`src/rtl/uart_pkg.sv`:
```
// -----------------------------------------------------------------------------
// uart_pkg
// Shared definitions for the UART pattern generator and its transmit core.
//   - parity encodings (PAR_NONE / PAR_EVEN / PAR_ODD)
//   - pattern mode encodings on the 2-bit mode input
//   - serialiser FSM state type
//   - clks_per_bit(): clock cycles per UART bit time
// -----------------------------------------------------------------------------
package uart_pkg;

    localparam int PAR_NONE = 0;
    localparam int PAR_EVEN = 1;
    localparam int PAR_ODD  = 2;

    // Mode 3 is reserved and is folded onto MODE_FIXED by the top level
    localparam logic [1:0] MODE_FIXED = 2'd0;
    localparam logic [1:0] MODE_INC   = 2'd1;
    localparam logic [1:0] MODE_BURST = 2'd2;

    typedef enum logic [2:0] {
        ST_IDLE,
        ST_START,
        ST_DATA,
        ST_PARITY,
        ST_STOP,
        ST_GAP
    } tx_state_e;

    // Integer division; the caller is expected to keep the result >= 4
    function automatic int clks_per_bit(input int clkFreq, input int baud);
        return clkFreq / baud;
    endfunction

endpackage

```
`src/rtl/uart_tx_core.sv`:
```
// -----------------------------------------------------------------------------
// uart_tx_core
// Baud timing plus frame serialiser: start bit, DATA_BITS data bits (LSB
// first), optional parity bit, STOP_BITS stop bits and GAP_BITS idle bits.
//
// Ports:
//   clk_i    system clock
//   rst_ni   asynchronous active-low reset
//   start_i  request a frame; honoured only while idle
//   data_i   character captured when start_i is honoured
//   tx_o     registered serial output, idle high
//   busy_o   high from the first start cycle to the last stop/gap cycle
//   done_o   combinational strobe in the final cycle of the last stop/gap bit
// -----------------------------------------------------------------------------
module uart_tx_core #(
    parameter int CLKS_PER_BIT = 16,
    parameter int DATA_BITS    = 8,
    parameter int PARITY       = 0,
    parameter int STOP_BITS    = 1,
    parameter int GAP_BITS     = 0
) (
    input  logic                 clk_i,
    input  logic                 rst_ni,
    input  logic                 start_i,
    input  logic [DATA_BITS-1:0] data_i,
    output logic                 tx_o,
    output logic                 busy_o,
    output logic                 done_o
);
    import uart_pkg::*;

    localparam int CNT_W    = $clog2(CLKS_PER_BIT + 1);
    localparam int MAX_BITS = (GAP_BITS > DATA_BITS) ? GAP_BITS : DATA_BITS;
    localparam int BIT_W    = $clog2(MAX_BITS + 1);

    tx_state_e              state_q, state_d;
    logic [CNT_W-1:0]       baud_q, baud_d;
    logic [BIT_W-1:0]       bit_q, bit_d;
    logic [DATA_BITS-1:0]   shift_q, shift_d;
    logic                   par_q, par_d;
    logic                   tx_q, tx_d;
    logic                   lastBaud;
    logic                   dataXor;
    logic                   parBit;

    assign lastBaud = (baud_q == CNT_W'(CLKS_PER_BIT - 1));
    assign dataXor  = ^data_i;
    assign parBit   = (PARITY == PAR_EVEN) ? dataXor  :
                      (PARITY == PAR_ODD)  ? ~dataXor : 1'b0;

    // State, counters, shift register and the serial line are all registered
    // so tx never glitches; reset forces the line high straight away.
    always_ff @(posedge clk_i or negedge rst_ni) begin
        if (!rst_ni) begin
            state_q <= ST_IDLE;
            baud_q  <= '0;
            bit_q   <= '0;
            shift_q <= '0;
            par_q   <= 1'b0;
            tx_q    <= 1'b1;
        end else begin
            state_q <= state_d;
            baud_q  <= baud_d;
            bit_q   <= bit_d;
            shift_q <= shift_d;
            par_q   <= par_d;
            tx_q    <= tx_d;
        end
    end

    // Next-state logic. tx_d always carries the line level of the state being
    // entered, so the registered tx lines up exactly with the state register.
    always_comb begin
        state_d = state_q;
        baud_d  = baud_q;
        bit_d   = bit_q;
        shift_d = shift_q;
        par_d   = par_q;
        tx_d    = tx_q;
        done_o  = 1'b0;

        if (state_q != ST_IDLE) begin
            baud_d = lastBaud ? '0 : baud_q + 1'b1;
        end

        case (state_q)
            ST_IDLE: begin
                tx_d   = 1'b1;
                baud_d = '0;
                bit_d  = '0;
                if (start_i) begin
                    state_d = ST_START;
                    shift_d = data_i;
                    par_d   = parBit;
                    tx_d    = 1'b0;
                end
            end
            ST_START: begin
                if (lastBaud) begin
                    state_d = ST_DATA;
                    bit_d   = '0;
                    tx_d    = shift_q[0];
                end
            end
            ST_DATA: begin
                if (lastBaud) begin
                    if (bit_q == BIT_W'(DATA_BITS - 1)) begin
                        bit_d = '0;
                        if (PARITY != PAR_NONE) begin
                            state_d = ST_PARITY;
                            tx_d    = par_q;
                        end else begin
                            state_d = ST_STOP;
                            tx_d    = 1'b1;
                        end
                    end else begin
                        bit_d   = bit_q + 1'b1;
                        shift_d = shift_q >> 1;
                        tx_d    = shift_q[1];
                    end
                end
            end
            ST_PARITY: begin
                if (lastBaud) begin
                    state_d = ST_STOP;
                    bit_d   = '0;
                    tx_d    = 1'b1;
                end
            end
            ST_STOP: begin
                if (lastBaud) begin
                    tx_d = 1'b1;
                    if (bit_q == BIT_W'(STOP_BITS - 1)) begin
                        bit_d = '0;
                        if (GAP_BITS > 0) begin
                            state_d = ST_GAP;
                        end else begin
                            state_d = ST_IDLE;
                            done_o  = 1'b1;
                        end
                    end else begin
                        bit_d = bit_q + 1'b1;
                    end
                end
            end
            ST_GAP: begin
                if (lastBaud) begin
                    tx_d = 1'b1;
                    if (bit_q == BIT_W'(GAP_BITS - 1)) begin
                        bit_d   = '0;
                        state_d = ST_IDLE;
                        done_o  = 1'b1;
                    end else begin
                        bit_d = bit_q + 1'b1;
                    end
                end
            end
            default: begin
                state_d = ST_IDLE;
                tx_d    = 1'b1;
            end
        endcase
    end

    assign tx_o   = tx_q;
    assign busy_o = (state_q != ST_IDLE);

endmodule

```
`src/rtl/uart_pattern_gen.sv`:
```
// -----------------------------------------------------------------------------
// uart_pattern_gen
// Character-pattern source for serial bring-up. Synchronises the enable
// switch, chooses the next character (fixed, incrementing with wrap, or a
// bounded burst), counts completed frames and drives uart_tx_core.
//
// Ports:
//   clk         system clock
//   rst_n       asynchronous active-low reset
//   en          enable switch (asynchronous, synchronised here)
//   mode        0 fixed, 1 incrementing, 2 burst, 3 behaves as fixed
//   tx          UART serial output, idle high
//   busy        frame (including gap) in progress
//   frame_done  one-cycle pulse in the idle cycle that closes each frame
//   char_count  frames completed since reset, wraps at 16 bits
// -----------------------------------------------------------------------------
module uart_pattern_gen #(
    parameter int CLK_FREQ   = 100000000,
    parameter int BAUD       = 9600,
    parameter int DATA_BITS  = 8,
    parameter int PARITY     = 0,
    parameter int STOP_BITS  = 1,
    parameter int GAP_BITS   = 0,
    parameter int START_CHAR = 32,
    parameter int END_CHAR   = 126,
    parameter int FIXED_CHAR = 65,
    parameter int BURST_LEN  = 16
) (
    input  logic        clk,
    input  logic        rst_n,
    input  logic        en,
    input  logic [1:0]  mode,
    output logic        tx,
    output logic        busy,
    output logic        frame_done,
    output logic [15:0] char_count
);
    import uart_pkg::*;

    localparam int         CLKS_PER_BIT = clks_per_bit(CLK_FREQ, BAUD);
    localparam int         BURST_W      = $clog2(BURST_LEN + 1);
    localparam logic [7:0] CHAR_START   = 8'(START_CHAR);
    localparam logic [7:0] CHAR_END     = 8'(END_CHAR);
    localparam logic [7:0] CHAR_FIXED   = 8'(FIXED_CHAR);

    logic               enMeta_q, enSync_q, enPrev_q;
    logic [1:0]         modeLat_q, modeLat_d;
    logic [7:0]         char_q, char_d;
    logic [BURST_W-1:0] burstRem_q, burstRem_d;
    logic [15:0]        charCount_q, charCount_d;
    logic               frameDone_q;
    logic [1:0]         modeEff;
    logic               enRise;
    logic               launch;
    logic [7:0]         dataSel;
    logic               coreBusy;
    logic               coreDone;

    // Two-flop synchroniser for the switch, plus a third flop that remembers
    // the previous synchronised level so burst mode can see rising edges.
    always_ff @(posedge clk or negedge rst_n) begin
        if (!rst_n) begin
            enMeta_q <= 1'b0;
            enSync_q <= 1'b0;
            enPrev_q <= 1'b0;
        end else begin
            enMeta_q <= en;
            enSync_q <= enMeta_q;
            enPrev_q <= enSync_q;
        end
    end

    // Reserved mode 3 is treated exactly like fixed mode.
    always_comb begin
        case (mode)
            MODE_INC:   modeEff = MODE_INC;
            MODE_BURST: modeEff = MODE_BURST;
            default:    modeEff = MODE_FIXED;
        endcase
    end

    assign enRise  = enSync_q && !enPrev_q;
    assign launch  = enSync_q && !coreBusy &&
                     ((modeEff != MODE_BURST) || (burstRem_q != '0));
    assign dataSel = (modeEff == MODE_FIXED) ? CHAR_FIXED : char_q;

    // Pattern bookkeeping. The character, burst budget and frame count all
    // update on the core's done strobe, so the idle cycle that follows a frame
    // already presents the next character to a back-to-back launch. A burst
    // is only reloaded once the previous one has run out.
    always_comb begin
        modeLat_d   = modeLat_q;
        char_d      = char_q;
        burstRem_d  = burstRem_q;
        charCount_d = charCount_q;

        if (launch) begin
            modeLat_d = modeEff;
        end

        if (coreDone) begin
            charCount_d = charCount_q + 16'd1;
            if (modeLat_q != MODE_FIXED) begin
                char_d = (char_q == CHAR_END) ? CHAR_START : char_q + 8'd1;
            end
            if ((modeLat_q == MODE_BURST) && (burstRem_q != '0)) begin
                burstRem_d = burstRem_q - 1'b1;
            end
        end

        if (enRise && (burstRem_q == '0)) begin
            burstRem_d = BURST_W'(BURST_LEN);
        end
    end

    // Pattern registers; frame_done is the core's strobe delayed one cycle so
    // it coincides with the updated count and the core's return to idle.
    always_ff @(posedge clk or negedge rst_n) begin
        if (!rst_n) begin
            modeLat_q   <= MODE_FIXED;
            char_q      <= CHAR_START;
            burstRem_q  <= '0;
            charCount_q <= 16'd0;
            frameDone_q <= 1'b0;
        end else begin
            modeLat_q   <= modeLat_d;
            char_q      <= char_d;
            burstRem_q  <= burstRem_d;
            charCount_q <= charCount_d;
            frameDone_q <= coreDone;
        end
    end

    uart_tx_core #(
        .CLKS_PER_BIT (CLKS_PER_BIT),
        .DATA_BITS    (DATA_BITS),
        .PARITY       (PARITY),
        .STOP_BITS    (STOP_BITS),
        .GAP_BITS     (GAP_BITS)
    ) txCore (
        .clk_i   (clk),
        .rst_ni  (rst_n),
        .start_i (launch),
        .data_i  (dataSel[DATA_BITS-1:0]),
        .tx_o    (tx),
        .busy_o  (coreBusy),
        .done_o  (coreDone)
    );

    assign busy       = coreBusy;
    assign frame_done = frameDone_q;
    assign char_count = charCount_q;

endmodule

```
`config.mk`:
```
export PLATFORM = sky130hd
export DESIGN_NAME = uart_pattern_gen
export DESIGN_NICKNAME = d
export VERILOG_FILES = /design/src/rtl/uart_pkg.sv /design/src/rtl/uart_tx_core.sv /design/src/rtl/uart_pattern_gen.sv
export SDC_FILE = /design/constraint.sdc
export NUM_CORES = 1
export LEC_CHECK = 0
export BUFFER_PORTS_ARGS = -buffer_cell sky130_fd_sc_hd__buf_2
export CORE_MARGIN = 2
export CORE_UTILIZATION = 65
export CTS_CLUSTER_SIZE = 30
export DETAILED_ROUTE_END_ITERATION = 6
export PLACE_DENSITY = 0.85
export REMOVE_ABC_BUFFERS = 1
export SYNTH_ARGS = -nofsm -noshare
export SYNTH_HDL_FRONTEND = slang
export SYNTH_SLANG_ARGS = --single-unit
```
`constraint.sdc`:
```
create_clock -name clk -period 5.85 [get_ports clk]
set_input_delay 0.585 -clock clk [delete_from_list [all_inputs] [get_ports clk]]
set_output_delay 0.585 -clock clk [all_outputs]
set_load 0.05 [all_outputs]
```
**After elaboration in Yosys (flattened, before gate mapping)**

Cells that the tools add are included.
W data, S select, Z words.

- Bits of input ports: 5
- Register bits: 65

- $add $sub $neg: 5
- Equal/unequal tests: 25
- Reductions and logical operators: 28
- Multiplexer cells: 42

Operator list:

| kind | count |
|---|---|
| $mux W14 | 3 |
| $mux W8 | 5 |
| $mux W4 | 7 |
| $mux W3 | 9 |
| $ne A2 B1 Y1 const B | 10 |
| $pmux W4 S5 | 1 |
| $pmux W3 S6 | 1 |
| $add A16 B1 Y16 const B | 1 |
| $pmux W8 S2 | 1 |
| $mux W5 | 3 |
| $add A14 B1 Y14 const B | 1 |
| $eq A14 B14 Y1 const B | 1 |
| $reduce_bool A2 Y1 | 5 |
| $reduce_bool A5 Y1 | 2 |
| $mux W1 | 9 |
| $reduce_and A9 Y1 | 1 |
| $add A8 B1 Y8 const B | 1 |
| $eq A8 B7 Y1 const B | 1 |
| $eq A3 B2 Y1 const B | 2 |
| $eq A3 B3 Y1 const B | 2 |
| $ne A2 B2 Y1 const B | 3 |
| $logic_and A1 B1 Y1 | 5 |
| $logic_not A5 Y1 | 1 |
| $reduce_and A5 Y1 | 1 |
| 21 further kinds | 24 |

**Longest topological paths before layout**

- Depth in word-level cells: 7
- Mapped depth: 9
- Depth with buffers taken out: 7

**Modules after synthesis**

From an unflattened synthesis, not the netlist that was laid out.

- Cell total of the unflattened synthesis: 320
- Area, all modules: 3447.1 µm²

By module, submodules not included:

| module | times used | cells an instance | area an instance (µm²) | seq. area each (µm²) |
|---|---|---|---|---|
| uart_pattern_gen | 1 | 156 | 1774.2 | 877.1 |
| uart_tx_core | 1 | 164 | 1672.9 | 752.0 |

**Least setup slack after synthesis**

OpenSTA, ideal clock, no wires.

- Path type: reg-to-reg
- From: register txCore.bit_q[0]
- To: register char_q[7]
- Path buffers: 1
- Setup slack: 3.707 ns
- Arrival time: 2.015 ns
- Period minus slack after synthesis: 2.143 ns
- Cell stages (with the launch flop): 9
- Cells stage by stage: dfrtp_1 -> inv_1 -> ha_1 -> nor4b_4 -> o211ai_4 -> or3_1 -> buf_2 -> nor3_1 -> mux2_1

- Longest elaborated chain between the ends: 5
- Elaborated cells on any way between the ends: 8

Ends and longest elaborated chain:

| what | line | RTL |
|---|---|---|
| start, declared | uart_tx_core.sv:38 | `logic [BIT_W-1:0] bit_q, bit_d;` |
| start signal, assigned | uart_tx_core.sv:64 | `bit_q <= bit_d;` |
| $eq A4 B4 Y1 / $logic_not A4 Y1 (equally long branches) | uart_tx_core.sv:149, uart_tx_core.sv:133 |  |
| $mux W1, on equally long branches | uart_tx_core.sv:149, uart_tx_core.sv:133 |  |
| $mux W1, on equally long branches | uart_tx_core.sv:147, uart_tx_core.sv:131 |  |
| $pmux W1 S2 (*) | uart_tx_core.sv:86 | `case (state_q)` |
| $reduce_and A2 Y1 (no source line) (*) | -- |  |
| end signal, assigned | uart_pattern_gen.sv:127 | `char_q <= char_d;` |
| end, declared | uart_pattern_gen.sv:48 | `logic [7:0] char_q, char_d;` |

Mark *: on every way between the ends. The rest lies on a longest branch, timed or not.
A chain may end at the register's enable or synchronous reset.

**Final worst setup path**

- From: register txCore.state_q[0]
- To: register txCore.shift_q[6]

- Longest elaborated chain between the ends: 6
- Elaborated cells on any way between the ends: 12

Ends and longest elaborated chain:

| what | line | RTL |
|---|---|---|
| start, declared | uart_tx_core.sv:36 | `tx_state_e state_q, state_d;` |
| start signal, assigned | uart_tx_core.sv:62 | `state_q <= state_d;` |
| $reduce_bool A3 Y1 | uart_tx_core.sv:166 | `assign busy_o = (state_q != ST_IDLE);` |
| $logic_not A1 Y1 | uart_pattern_gen.sv:83 | `assign launch = enSync_q && !coreBusy &&` |
| $logic_and A1 B1 Y1 (2 in series) | uart_pattern_gen.sv:83 |  |
| $ne A2 B2 Y1 (no source line) | -- |  |
| $reduce_and A4 Y1 (no source line) | -- |  |
| end signal, assigned | uart_tx_core.sv:65 | `shift_q <= shift_d;` |
| end, declared | uart_tx_core.sv:39 | `logic [DATA_BITS-1:0] shift_q, shift_d;` |

Parallel ways exist; a longest one is shown, timed or not.

==> metrics.yaml <==
critical_path:
  arrival_ns: 2.89
  crit_fanout: 18
  crit_type: "register to register"
  max_stage_delay_ns: 0.87
  path_cells: "nor3b_2 -> o21a_1 -> a2bb2oi_2 -> mux2_2"
  reg2reg_depth: 4
  startpoint_type: "register"
  worstPathRequired_ns: 6.07
  cp-end-kind: "register"
  cp_slowest_cell: "nor3b_2"
clock_network:
  ctsResizeCount: 0
  h-tree-depth: 3
  cts_tree: "yes"
  cts_made_buffers: 9
  cts.hold.buffers_added: 0
  path_clk_slew_ns: 0.07
  cts-root-buf: "clkbuf_8"
  post_cts.repair.setup_buffers: 0
  cts_sinks: 65
  clkLatencyLatePin_ns: 0.34
  cts_max_path_buffers: 2
routing:
  wl_per_cell_um: 15.10
  dr_total_vias: 2406
  drt_iter0_drc: 109
  drc: 0
  first_pass_iters: 4
  post_drt_via_cell_ratio: 5.675
  routed_wl_mm: 6.402
  antenna_left: 0
timing:
  setup_viol: 0
  hold_viol_final: 0
  tightestPinTransition_ns: 1.006
  maxClockFrequency_mhz: 375.0
  fin_crit_ns: 2.667
  totalNegativeSetupSlack_ns: 0
  slew_headroom_pct: 32.62
  maxSlewViolCount: 0
  fin_crit_sh_pct: 45.58
  finClkSkew_ns: 0.006878
  rsz0062_at_grt: "false"
placed_design:
  portBuffers: 23
  place_congestion: 0.8364
  hpwlAfterDp_mm: 4.534
finish:
  multiInputGateArea_sq_mm: 0.001640
  finish.utilization_pct: 73.59
  num_antenna_cells: 0
  syn2layout_area_growth_pct: 10.39
  register_area_sq_mm: 0.001629
  fill_cells: 376
  drive_gt1_share_pct: 17.80
  nets: 366
outcome:
  status: "finished, final reports clean"
floorplan:
  die-area_sq_mm: 0.005798
  initial_core_util_pct: 66.67
  core_sq_mm: 0.005075
  rows: 26
  die_w_um: 76.15
  pin_count: 24
  die_y_um: 76.15
grt:
  grt_max_degree: 66
  grt_pass1_vias: 2390
  grt-ovfl-total: 0
  grt_pass1_wl_mm: 11.56
  grtUsageTotal_pct: 25.18
  antenna_found_initial: 0
flow_run:
  maxCapViolations: 0
pwr:
  peakVddDrop_mv: 0.1641
  p_per_area_mw_per_mm2: 229.2
  leakage_nw: 1.670
synthesis:
  ys.flop_type: "dfrtp_1"
  yosysWarnings: 0
  synth_cell_type_count: 50
  yosysSeqAreaShare_pct: 48.15
  ys_seq_elements: 65
  async_reset_ff_share_pct: 100.0
  synth_edf_count: 0
  synth.avg_cell_area_sq_um: 10.41
  syn_inst: 325
  syn_area_sq_mm: 0.003383
worst_hold_path:
  worstHoldPathType: "primary input to register"
  min_path_cells: 1
## worst max-delay path: cells and delay by family (launching register included)
kind / cells / cell delay (ns)
AND/OR/NAND/NOR: 1 / 0.87
AO/OA/AOI/OAI: 2 / 0.77
flip-flops: 1 / 0.51
multiplexers: 1 / 0.39
## cell families (layout without fill, tap and decap cells)
logic type | count (synthesis) | after routing | synth area share [%]
AO/OA/AOI/OAI | 48 | 48 | 9.949
AND/OR/NAND/NOR | 139 | 139 | 23.93
multiplexers | 11 | 11 | 3.550
XOR/XNOR | 27 | 27 | 6.989
adder cells (fa/ha/maj) | 11 | 11 | 4.068
buffers and inverters | 24 | 53 | 3.365
flip-flops | 65 | 65 | 48.15
## where the power goes
group	switching, W	internal (W)
Sequential	0.00000229	0.000453
Clock	0.000163	0.000216
Combinational	0.0000158	0.00000631
## cell usage in the layout, fill, tap and decap left out, types with 2 or more instances in the layout
| cell type | Yosys | routed |
|---|---|---|
| xnor2_1 | 22 | 22 |
| clkinv_2 | 0 | 2 |
| nor4_4 | 2 | 2 |
| mux2_1 | 2 | 2 |
| mux2_2 | 6 | 6 |
| dfstp_2 | 2 | 2 |
| and4_1 | 3 | 3 |
| nand2_1 | 28 | 28 |
| ha_1 | 11 | 11 |
| a21oi_1 | 16 | 16 |
| o21ai_0 | 12 | 12 |
| nor4b_2 | 3 | 3 |
| nand2b_1 | 3 | 3 |
| nor3b_1 | 8 | 8 |
| mux2i_1 | 3 | 3 |
| clkbuf_8 | 0 | 11 |
| nand3_1 | 15 | 15 |
| and3_1 | 7 | 7 |
| a21o_1 | 5 | 5 |
| nand4_1 | 11 | 11 |
| buf_4 | 3 | 3 |
| o31ai_1 | 5 | 5 |
| buf_2 | 3 | 23 |
| nor3_1 | 11 | 11 |
| xor2_1 | 5 | 5 |
| and2_1 | 5 | 5 |
| dfrtp_1 | 63 | 63 |
| inv_1 | 12 | 12 |
| nor2b_1 | 3 | 3 |
| nor2_1 | 30 | 30 |
| or3_1 | 2 | 2 |
## state kept, by name (all words and copies together), names as in the netlist
register	count
txCore.baud_q	14
char_q	8
frame_done	1
txCore.state_q	3
txCore.bit_q	4
modeLat_q	2
enSync_q	1
txCore.tx_o	1
txCore.shift_q	8
enMeta_q	1
burstRem_q	5
enPrev_q	1
char_count	16
## worst paths after layout
path | startpoint | to | slack (ns)
min in group asynchronous | rst_n | txCore.baud_q[6] | 0.42
min reg2reg | enMeta_q | enSync_q | 0.36
min | en | enMeta_q | 0.35
max reg2reg | txCore.state_q[0] | txCore.shift_q[6] | 3.18
max in group asynchronous | rst_n | txCore.bit_q[1] | 4.92
max | txCore.state_q[0] | txCore.shift_q[6] | 3.18
## final cells by class
class / instances / area share (%)
sequential: 65 / 43.62
clock inverter: 3 / 1.072
clock buffer: 12 / 4.154
timing repair buffer: 26 / 3.685
inverter: 12 / 1.206
tap: 70 / 2.345
multi-input combinational: 236 / 43.92
## stage by stage
stage                     hold slack, ns  std cells  instance area [sq um]  total power [W]  setup slack, ns
after floorplan                   0.2894        313                   3314        0.0004725            3.198
after global placement            0.3333        409                   3540        0.0004850            3.313
after detailed placement          0.3426        409                   3540        0.0004863            3.234
after CTS                         0.3421        424                   3735        0.0008671            3.224
after global routing              0.3366        424                   3735        0.0008923            3.017
final                             0.3518        424                   3735        0.0008561            3.183
## cells in the mapped netlist (2+ instances only)
| library cell | count | area share, % |
|---|---|---|
| nor2b_1 | 3 | 0.55 |
| mux2_2 | 6 | 2.0 |
| xnor2_1 | 22 | 5.7 |
| o31ai_1 | 5 | 1.1 |
| clkbuf_1 | 4 | 0.44 |
| nand4_1 | 11 | 2.0 |
| nand2b_1 | 3 | 0.55 |
| buf_4 | 3 | 0.67 |
| nor3_1 | 11 | 1.6 |
| dfstp_2 | 2 | 1.6 |
| mux2_1 | 2 | 0.67 |
| a21oi_1 | 16 | 2.4 |
| ha_1 | 11 | 4.1 |
| xor2_1 | 5 | 1.3 |
| or3_1 | 2 | 0.37 |
| and3_1 | 7 | 1.3 |
| nor4b_2 | 3 | 1.3 |
| nand3_1 | 15 | 2.2 |
| inv_1 | 12 | 1.3 |
| nor2_1 | 30 | 3.3 |
| nand2_1 | 28 | 3.1 |
| buf_2 | 3 | 0.44 |
| nor3b_1 | 8 | 1.8 |
| and2_1 | 5 | 0.92 |
| mux2i_1 | 3 | 0.89 |
| nor4_4 | 2 | 1.3 |
| o21ai_0 | 12 | 1.8 |
| a21o_1 | 5 | 1.1 |
| dfrtp_1 | 63 | 47 |
| and4_1 | 3 | 0.78 |
## per-layer routing
metal	vias to the layer above	track usage, %	part of all wire [%]
li1	1198	-	-
met1	1166	34.87	47
met2	32	39.46	49
met3	10	4.976	2.6
met4	0	10.36	1.6
met5	-	0	0
Note: power is estimated with default switching activity, not from simulation.
